--- config.mk ---
export PLATFORM = sky130hd
export DESIGN_NAME = osc_freq_monitor
export DESIGN_NICKNAME = d
export VERILOG_FILES = /design/src/rtl/osc_freq_monitor.sv
export SDC_FILE = /design/constraint.sdc
export NUM_CORES = 1
export LEC_CHECK = 0
export ABC_AREA = 1
export CORE_MARGIN = 2
export CORE_UTILIZATION = 58
export DETAILED_ROUTE_END_ITERATION = 8
export PLACE_DENSITY = 0.87
export SLEW_MARGIN = 20
export SYNTH_ARGS = -nofsm -noshare
export SYNTH_HDL_FRONTEND = slang
export SYNTH_SLANG_ARGS = --single-unit
--- constraint.sdc ---
create_clock -name CLK -period 11.1 [get_ports CLK]
set_input_delay 1.665 -clock CLK [delete_from_list [all_inputs] [get_ports CLK]]
set_output_delay 1.665 -clock CLK [all_outputs]
set_load 0.01 [all_outputs]
--- src/rtl/osc_freq_monitor.sv ---
// Oscillator supervisor: synchronised edge strobes, windowed edge counts, sticky range failures.
// Optional per-channel stuck detection is built when OSC_MON_STUCK_DET_EN is defined.
module osc_freq_monitor #(
  parameter int NUM_CH      = 3,
  parameter int CNT_W       = 16,
  parameter int GATE_CYCLES = 50000,
  parameter int SYNC_STAGES = 2
`ifdef OSC_MON_STUCK_DET_EN
  , parameter int STUCK_CYCLES = 1024
`endif
) (
  input  logic                    CLK,
  input  logic                    RESET,
  input  logic                    ENABLE,
  input  logic [NUM_CH-1:0]       OSC_IN,
  input  logic [NUM_CH*CNT_W-1:0] MIN_CNT,
  input  logic [NUM_CH*CNT_W-1:0] MAX_CNT,
  input  logic [NUM_CH-1:0]       FAIL_CLR,
  output logic [NUM_CH-1:0]       OSC_RISE,
  output logic [NUM_CH*CNT_W-1:0] FREQ_CNT,
  output logic                    FREQ_VALID,
  output logic [NUM_CH-1:0]       OSC_FAIL,
  output logic                    FAIL_IRQ
);
  localparam int                GATE_W    = $clog2(GATE_CYCLES);
  localparam logic [GATE_W-1:0] GATE_LAST = GATE_W'(GATE_CYCLES - 1);
  localparam logic [CNT_W-1:0]  CNT_SAT   = {CNT_W{1'b1}};

  typedef enum logic [1:0] {IDLE = 2'd0, MEASURE = 2'd1, LATCH = 2'd2} state_e;

  logic [NUM_CH-1:0]       sync_q [SYNC_STAGES];
  logic [NUM_CH-1:0]       hist_q;
  logic [NUM_CH-1:0]       rise_q;
  state_e                  state_q;
  logic [GATE_W-1:0]       gate_q;
  logic [NUM_CH*CNT_W-1:0] edge_q;
  logic [NUM_CH*CNT_W-1:0] edge_inc_d;
  logic [NUM_CH*CNT_W-1:0] edge_reload_d;
  logic [NUM_CH*CNT_W-1:0] freq_q;
  logic                    valid_q;
  logic [NUM_CH-1:0]       fail_q;
  logic [NUM_CH-1:0]       fail_d;
  logic [NUM_CH-1:0]       lim_fail_d;
  logic [NUM_CH-1:0]       stuck_set_d;

  function automatic logic [CNT_W-1:0] sat_inc(input logic [CNT_W-1:0] v, input logic inc);
    return (inc && (v != CNT_SAT)) ? v + CNT_W'(1) : v;
  endfunction

  // Synchroniser chain, history flop and registered rising-edge strobe
  always_ff @(posedge CLK or posedge RESET) begin
    if (RESET) begin
      for (int s = 0; s < SYNC_STAGES; s++) sync_q[s] <= '0;
      hist_q <= '0;
      rise_q <= '0;
    end else begin
      sync_q[0] <= OSC_IN;
      for (int s = 1; s < SYNC_STAGES; s++) sync_q[s] <= sync_q[s-1];
      hist_q <= sync_q[SYNC_STAGES-1];
      rise_q <= sync_q[SYNC_STAGES-1] & ~hist_q;
    end
  end

  // Per-channel saturating increment, LATCH reload value and inclusive limit test
  always_comb begin
    edge_inc_d    = edge_q;
    edge_reload_d = '0;
    lim_fail_d    = '0;
    for (int i = 0; i < NUM_CH; i++) begin
      edge_inc_d[i*CNT_W +: CNT_W]    = sat_inc(edge_q[i*CNT_W +: CNT_W], rise_q[i]);
      edge_reload_d[i*CNT_W +: CNT_W] = CNT_W'(rise_q[i]);
      lim_fail_d[i] = (edge_q[i*CNT_W +: CNT_W] < MIN_CNT[i*CNT_W +: CNT_W]) ||
                      (edge_q[i*CNT_W +: CNT_W] > MAX_CNT[i*CNT_W +: CNT_W]);
    end
  end

  // Measurement FSM; an edge seen in LATCH opens the next window's count
  always_ff @(posedge CLK or posedge RESET) begin
    if (RESET) begin
      state_q <= IDLE;
      gate_q  <= '0;
      edge_q  <= '0;
      freq_q  <= '0;
      valid_q <= 1'b0;
    end else begin
      valid_q <= 1'b0;
      case (state_q)
        IDLE: begin
          gate_q <= '0;
          edge_q <= '0;
          if (ENABLE) state_q <= MEASURE;
        end
        MEASURE: begin
          if (!ENABLE) begin
            state_q <= IDLE;
            gate_q  <= '0;
            edge_q  <= '0;
          end else begin
            edge_q <= edge_inc_d;
            if (gate_q == GATE_LAST) state_q <= LATCH;
            else                     gate_q  <= gate_q + GATE_W'(1);
          end
        end
        LATCH: begin
          freq_q  <= edge_q;
          valid_q <= 1'b1;
          gate_q  <= '0;
          edge_q  <= ENABLE ? edge_reload_d : '0;
          state_q <= ENABLE ? MEASURE : IDLE;
        end
        default: begin
          state_q <= IDLE;
          gate_q  <= '0;
          edge_q  <= '0;
        end
      endcase
    end
  end

`ifdef OSC_MON_STUCK_DET_EN
  localparam int                 STUCK_W   = $clog2(STUCK_CYCLES + 1);
  localparam logic [STUCK_W-1:0] STUCK_LIM = STUCK_W'(STUCK_CYCLES);

  logic [STUCK_W-1:0] idle_q [NUM_CH];

  // Cycles since each channel's last edge, saturating at the stuck limit
  always_ff @(posedge CLK or posedge RESET) begin
    if (RESET) begin
      for (int i = 0; i < NUM_CH; i++) idle_q[i] <= '0;
    end else begin
      for (int i = 0; i < NUM_CH; i++) begin
        if ((state_q == IDLE) || rise_q[i]) idle_q[i] <= '0;
        else if (idle_q[i] != STUCK_LIM)    idle_q[i] <= idle_q[i] + STUCK_W'(1);
        else                                idle_q[i] <= idle_q[i];
      end
    end
  end

  // Flag fires on the cycle the idle count reaches the limit, not while it sits there
  always_comb begin
    stuck_set_d = '0;
    for (int i = 0; i < NUM_CH; i++)
      stuck_set_d[i] = (state_q == MEASURE) && !rise_q[i] && (idle_q[i] == STUCK_LIM - STUCK_W'(1));
  end
`else
  assign stuck_set_d = '0;
`endif

  assign fail_d = (fail_q & ~FAIL_CLR) | ((state_q == LATCH) ? lim_fail_d : '0) | stuck_set_d;

  // Sticky failure flags; a set always beats a simultaneous clear
  always_ff @(posedge CLK or posedge RESET) begin
    if (RESET) fail_q <= '0;
    else       fail_q <= fail_d;
  end

  assign OSC_RISE   = rise_q;
  assign FREQ_CNT   = freq_q;
  assign FREQ_VALID = valid_q;
  assign OSC_FAIL   = fail_q;
  assign FAIL_IRQ   = |fail_q;
endmodule
==> results of run 1 <==
worst max-delay path: cells and delay by family:
kind | cells | cell delay [ns]
simple gates | 3 | 1.06
compound gates | 1 | 0.19
buf+inv | 3 | 1.62
registers in the layout (all words and copies together) (netlist names):
signal,count
FREQ_VALID,1
OSC_FAIL,3
gate_q,16
state_q,2
sync_q,6
FREQ_CNT,48
edge_q,48
hist_q,3
OSC_RISE,3
final cells by class:
class                           instances  area, µm²  share of cell area (%)
Clock inverter                         10      131.4                   1.175
Timing Repair Buffer                  163       1624                   14.53
Multi-Input combinational cell        855       4684                   41.91
Tap cell                              188      235.2                   2.105
Sequential cell                       130       3253                   29.11
Inverter                              204      768.2                   6.873
Clock buffer                           21      480.5                   4.299
power groups by stage:
stage / Combinational, mW / Sequential, mW / Clock [mW]
6_report: 0.216 / 0.495 / 0.580
5_1_grt: 0.243 / 0.496 / 0.603
4_1_cts: 0.215 / 0.495 / 0.581
3_5_place_dp: 0.212 / 0.503 / 0
3_3_place_gp: 0.206 / 0.502 / 0
2_1_floorplan: 0.136 / 0.500 / 0
placed cells by master, fill, tap and decap left out, types with 4 or more instances in the layout:
cell type	instances
ha_1	101
dfrtp_1	130
nand2_1	316
or2_2	4
o21ai_1	14
nor2_1	92
clkdlybuf4s50_1	160
clkbuf_8	4
nand3_1	86
inv_2	4
nor3_1	50
inv_1	197
nand4_1	27
clkbuf_16	17
clkinv_2	5
o21ai_0	66
nand2_2	5
a21oi_1	61
cells by family (layout without fill, tap and decap cells):
family                     count (synthesis)  count (layout)  synth area share [%]
and+or+nand+nor                          598             598                 29.39
buffers and inverters                    229             398                 10.00
AOI/OAI and AO/OA                        154             154                 9.193
DFF                                      130             130                 36.88
adders and majority gates                101             101                 14.33
xor gates and xnor gates                   2               2                0.1986
per-layer routing:
layer  part of all wire, %  vias up
met3                   8.2       86
li1                      -     4246
met2                    49      414
met1                    39     4060
met4                   3.9        0
met5                     0        -
worst paths after layout:
check / endpoint / slack (ns) / startpoint / cells past startpoint
max: edge_q[2]$_DFFE_PP0P_ / 6.84 / ENABLE / 7
min: sync_q[1]$_DFF_PP0_ / 0.35 / sync_q[4]$_DFF_PP0_ / 0
max reg2reg: edge_q[2]$_DFFE_PP0P_ / 8.19 / state_q[1]$_DFFE_PP0P_ / 8
min reg2reg: sync_q[1]$_DFF_PP0_ / 0.35 / sync_q[4]$_DFF_PP0_ / 0
max in group asynchronous: edge_q[40]$_DFFE_PP0P_ / 8.02 / RESET / 3
min in group asynchronous: OSC_RISE[1]$_DFF_PP0_ / 1.77 / RESET / 2
metrics by stage:
step / cells / power [mW] / util [%] / setup WS, ns
after floorplan: 1214 / 0.6357 / - / 5.966
after global placement: 1540 / 0.7085 / 70.28 / 6.587
after detailed placement: 1540 / 0.7150 / 70.28 / 6.525
after CTS: 1571 / 1.292 / 74.35 / 6.934
after global routing: 1571 / 1.341 / 74.35 / 6.583
final: 1571 / 1.291 / 74.35 / 6.843
==> metrics.md, run 1 <==
| Metric | Value |
|---|---|
| Outcome | `finished clean` |
| Leakage | `5.721 nW` |
| Slew Limit Fails | `0` |
| Final nets | `1577` |
| Worst hold margin | `approximately 0.35 ns` |
| Worst VDD drop | `~0.15 mV` |
| RSZ-0062 raised after global routing | `no` |
| Global-route wire length before repair | `~39000 µm` |
| Slowest CP cell | `clkdlybuf4s50_1` |
| P_int | `roughly 930 µW` |
| Clock sink total | `130` |
| DP Wirelength | `between 15000 and 20000 µm` |
| Cells after Synth | `1214` |
| Sw Ratio | `27.76%` |
| Final instance area | `between 0.01 and 0.015 mm²` |
| FFs w/ async S/R, synth | `100.0%` |
| Most common flop cell mapped by yosys | `dfrtp_1` |
| Post-CTS Hold Buffers | `0` |
| FMAX | `234.9 MHz` |
| Clock network power share | `44.9%` |
| Top cell type by total area after synthesis | `dfrtp_1` |
| # fillers | `1132` |
| Hold Crit Class | `reg2reg` |
| Flop and latch count out of synthesis | `130` |
| Most numerous cell in the Yosys netlist | `nand2_1` |
| Share of cells above drive strength 1 | `4.338%` |
| Overflow after GRT | `0` |
| Initial antenna violation count | `0` |
| CP Data Required Time | `11.41 ns` |
| IO Pins | `about 160` |
| Average cell area after synthesis | `between 7 and 8 µm²` |
| CTS clk-pin slew, worst paths | `about 0.060 ns` |
| Fin crit period | `4.257 ns` |
| Placed cell areas | `about 0.011 mm²` |
| Grt met3 use | `7.412%` |
| CP startpoint kind | `primary input` |
| Seq pwr share | `38.4%` |
| Core Area | `0.01503 mm²` |
| Register area share after synthesis | `between 30% and 40%` |
| Final Hold Fails | `0` |
| Crit-path cells | `clkdlybuf4s50_1 > nand2_1 > clkinv_1 > nand2_2 > inv_1 > a21oi_1 > nor2_1` |
| Final wirelength | `approximately 24000 µm` |
| H-tree depth | `4` |
| CP peak stage delay | `0.75 ns` |
| Post-synth EDFFs | `0` |
| Core Rows | `45` |
| Worst slew pin tran | `around 0.81 ns` |
| Unique cell type count in the Yosys netlist | `38` |
| Met1 Use GR | `36.13%` |
| P&R area growth vs syn | `26.73%` |
| CTS Buffer Depth | `2` |
| CTS root buf | `clkbuf_16` |
| Count of warnings emitted by yosys | `0` |
| Die ar. | `roughly 0.016 mm²` |
| GRT Util Overall | `between 20% and 30%` |
| Post-CTS setup repair buffer count | `0` |
| Critical Path End Type | `flop` |
| Critical path class | `in2reg` |
| I/O Buffers | `160` |
| Die Y | `around 130 µm` |
| Setup TNS | `0 ns` |
| Area of the mapped netlist | `about 0.009 mm²` |
| Area contributors post-synth | `dfrtp_1 (37%), ha_1 (14%), nand2_1 (13%)` |
| Initial Util | `between 50% and 60%` |
| Residual DRC | `0` |
| Routed Antenna Nets | `0` |
| Power Dens Cells | `about 120 mW/mm²` |
| Router iterations before antenna repair | `5` |
| Synth top area share | `a little under two fifths` |
| Placer Congestion | `0.8917` |
| Largest net degree at the start of global routing | `a little under 70` |
| Layer with the highest usage | `met2` |
| Final clock skew | `around 0.011 ns` |
| Final cycle utilization of the critical path | `between 30% and 40%` |
| Worst slew margin | `a little under half` |
| # resized after CTS | `0` |
| CTS tree | `built` |
| Max-capacitance violation count | `0` |
| Via count | `8806` |
| Switching power | `around 360 µW` |
| Syn Nets | `1420` |
| Vias in the first global route | `between 8000 and 9000` |
| Routed wire per std cell | `approximately 15 µm` |
| WP data arrival | `around 4.6 ns` |
| Initial DRC count | `670` |
| GRT met2 Usage | `a little over 50%` |
| Ant diodes | `0` |
| Combinational power share | `16.8%` |
| CP max FO | `27` |
| Clk_lat worst skew | `0.43 ns` |
| Post-synth top cells | `nand2_1 (316), inv_1 (198), dfrtp_1 (130)` |
| Num CTS Buffers | `17` |
| Setup-failing EPs final | `0` |
| Die Wd | `127.3 µm` |
| DR vias/cell | `roughly 5.6` |
(Power assumes the default switching activity.)
==> run 2, diff against run 1 <==
--- a/config.mk
+++ b/config.mk
@@ -7,9 +7,9 @@
 export LEC_CHECK = 0
 export ABC_AREA = 1
 export CORE_MARGIN = 2
-export CORE_UTILIZATION = 58
+export CORE_UTILIZATION = 54
 export DETAILED_ROUTE_END_ITERATION = 8
-export PLACE_DENSITY = 0.87
+export PLACE_DENSITY = 0.82
 export SLEW_MARGIN = 20
 export SYNTH_ARGS = -nofsm -noshare
 export SYNTH_HDL_FRONTEND = slang
==> constraint.sdc (replaced) <==
create_clock -name CLK -period 4.43 [get_ports CLK]
set_input_delay 0.6645 -clock CLK [delete_from_list [all_inputs] [get_ports CLK]]
set_output_delay 0.6645 -clock CLK [all_outputs]
set_load 0.01 [all_outputs]
==> metrics.md, run 2 (synthesis gave the netlist of run 1 again) <==
| Metric | Value |
|---|---|
| Worst VDD drop | `around 0.30 mV` |
| Die ar. | `around 0.017 mm²` |
| Leakage | `~5.7 nW` |
| CP Data Required Time | `4.78 ns` |
| Commonest cells after routing, fill and taps aside | `nand2_1 (316), inv_1 (197), clkdlybuf4s50_1 (160)` |
| Initial antenna violation count | `0` |
| H-tree depth | `4` |
| Clock sink total | `130` |
| GRT Util Overall | `27.99%` |
| Placer Congestion | `about 0.9` |
| Routed Antenna Nets | `0` |
| Critical Path End Type | `flop` |
| Worst hold stages | `0` |
| DR vias/cell | `roughly 5.4` |
| IO Pins | `roughly 160` |
| Largest net degree at the start of global routing | `83` |
| Residual DRC | `0` |
| Router iterations before antenna repair | `7` |
| Num CTS Buffers | `17` |
| Final core utilization | `a little over 70%` |
| Core Area | `0.01594 mm²` |
| Worst hold margin | `approximately 0.35 ns` |
| CP startpoint kind | `flop` |
| CP max FO | `21` |
| Cells after DPL | `~1600` |
| Fin crit period | `around 2.6 ns` |
| Setup TNS | `0 ns` |
| Ant diodes | `0` |
| Worst slew margin | `43.43%` |
| FMAX | `392.1 MHz` |
| Clk_lat worst skew | `approximately 0.42 ns` |
| Initial DRC count | `738` |
| Final cycle utilization of the critical path | `about 58%` |
| Post-CTS Hold Buffers | `0` |
| Place WS | `~1.6 ns` |
| Die Wd | `roughly 130 µm` |
| Via count | `~8600` |
| P&R area growth vs syn | `27.18%` |
| # resized after CTS | `0` |
| Max-capacitance violation count | `0` |
| CTS Buffer Depth | `2` |
| Critical path class | `reg2reg` |
| Global-route wire length before repair | `about 40000 µm` |
| Overflow after GRT | `0` |
| WP data arrival | `~2.9 ns` |
| Initial Util | `55.32%` |
| CTS root buf | `clkbuf_16` |
| Die Y | `131.8 µm` |
| Final Hold Fails | `0` |
| I/O Buffers | `160` |
| CTS tree | `built` |
| R2R depth | `9` |
| Final nets | `1579` |
| CTS clk-pin slew, worst paths | `roughly 0.050 ns` |
| Routed wire per std cell | `between 10 and 15 µm` |
| Power Dens Cells | `between 200 and 300 mW/mm²` |
| Setup-failing EPs final | `0` |
| Hold Crit Class | `reg2reg` |
| Worst slew pin tran | `between 0.8 and 0.9 ns` |
| DP Wirelength | `around 17000 µm` |
| Final clock skew | `~0.0066 ns` |
| Share of cells above drive strength 1 | `4.263%` |
| Vias in the first global route | `around 8500` |
| Final wirelength | `23710 µm` |
| Layout Cells excl Fill | `1600` |
| Commonest non-fill, non-tap cell in the layout | `nand2_1` |
| Core Rows | `46` |
| RSZ-0062 raised after global routing | `no` |
| Post-CTS setup repair buffer count | `0` |
| Outcome | `finished clean` |
| Slew Limit Fails | `0` |
| Post-route worst setup slack | `1.879 ns` |
## run 2: through the flow
step | area, µm² | power, mW
3_5_place_dp | 10620 | 1.798
4_1_cts | 11210 | 3.204
5_1_grt | 11220 | 3.328
6_report | 11220 | 3.205
3_3_place_gp | 10620 | 1.781
2_1_floorplan | 8820 | 1.593
## run 2: worst paths after layout
path	endpoint	start	slack (ns)
worst max-delay path	edge_q[7]$_DFFE_PP0P_	state_q[1]$_DFFE_PP0P_	1.88
worst min-delay path	sync_q[1]$_DFF_PP0_	sync_q[4]$_DFF_PP0_	0.35
worst max register to register	edge_q[7]$_DFFE_PP0P_	state_q[1]$_DFFE_PP0P_	1.88
worst min register to register	sync_q[1]$_DFF_PP0_	sync_q[4]$_DFF_PP0_	0.35
max in group asynchronous	FREQ_CNT[36]$_DFFE_PP0P_	RESET	2.81
min in group asynchronous	gate_q[3]$_DFFE_PP0P_	RESET	0.75
## run 2: cell type report
class,count,area [µm²]
Multi-Input combinational cell,855,4684
Fill cell,1317,4726
Clock buffer,26,529.3
Clock inverter,4,70.07
Tap cell,216,270.3
Sequential cell,130,3253
Timing Repair Buffer,165,1639
Inverter,204,770.7
## run 2: critical path, stage by stage, from the launching register on
cell and delay (ns):
dfrtp_1 0.39, inv_1 0.10, ha_1 0.81, inv_1 0.17, nor2_1 0.14, buf_4 0.23, inv_1 0.23, nand2_1 0.21
nand2_1 0.09, nor2_1 0.10
## run 2: metal layers
metal | vias to the layer above | part of all wire [%] | GRT usage [%]
met3 | 51 | 6.5 | 5.882
met1 | 3982 | 43 | 35.37
met4 | 0 | 2.0 | 9.601
met5 | - | 0 | 0
li1 | 4257 | - | -
met2 | 357 | 48 | 47.88
## run 2: power by group
part           internal, mW  switching (mW)
sequential             1.21          0.0276
combinational         0.193           0.352
clock                 0.925           0.495
total                  2.33           0.875
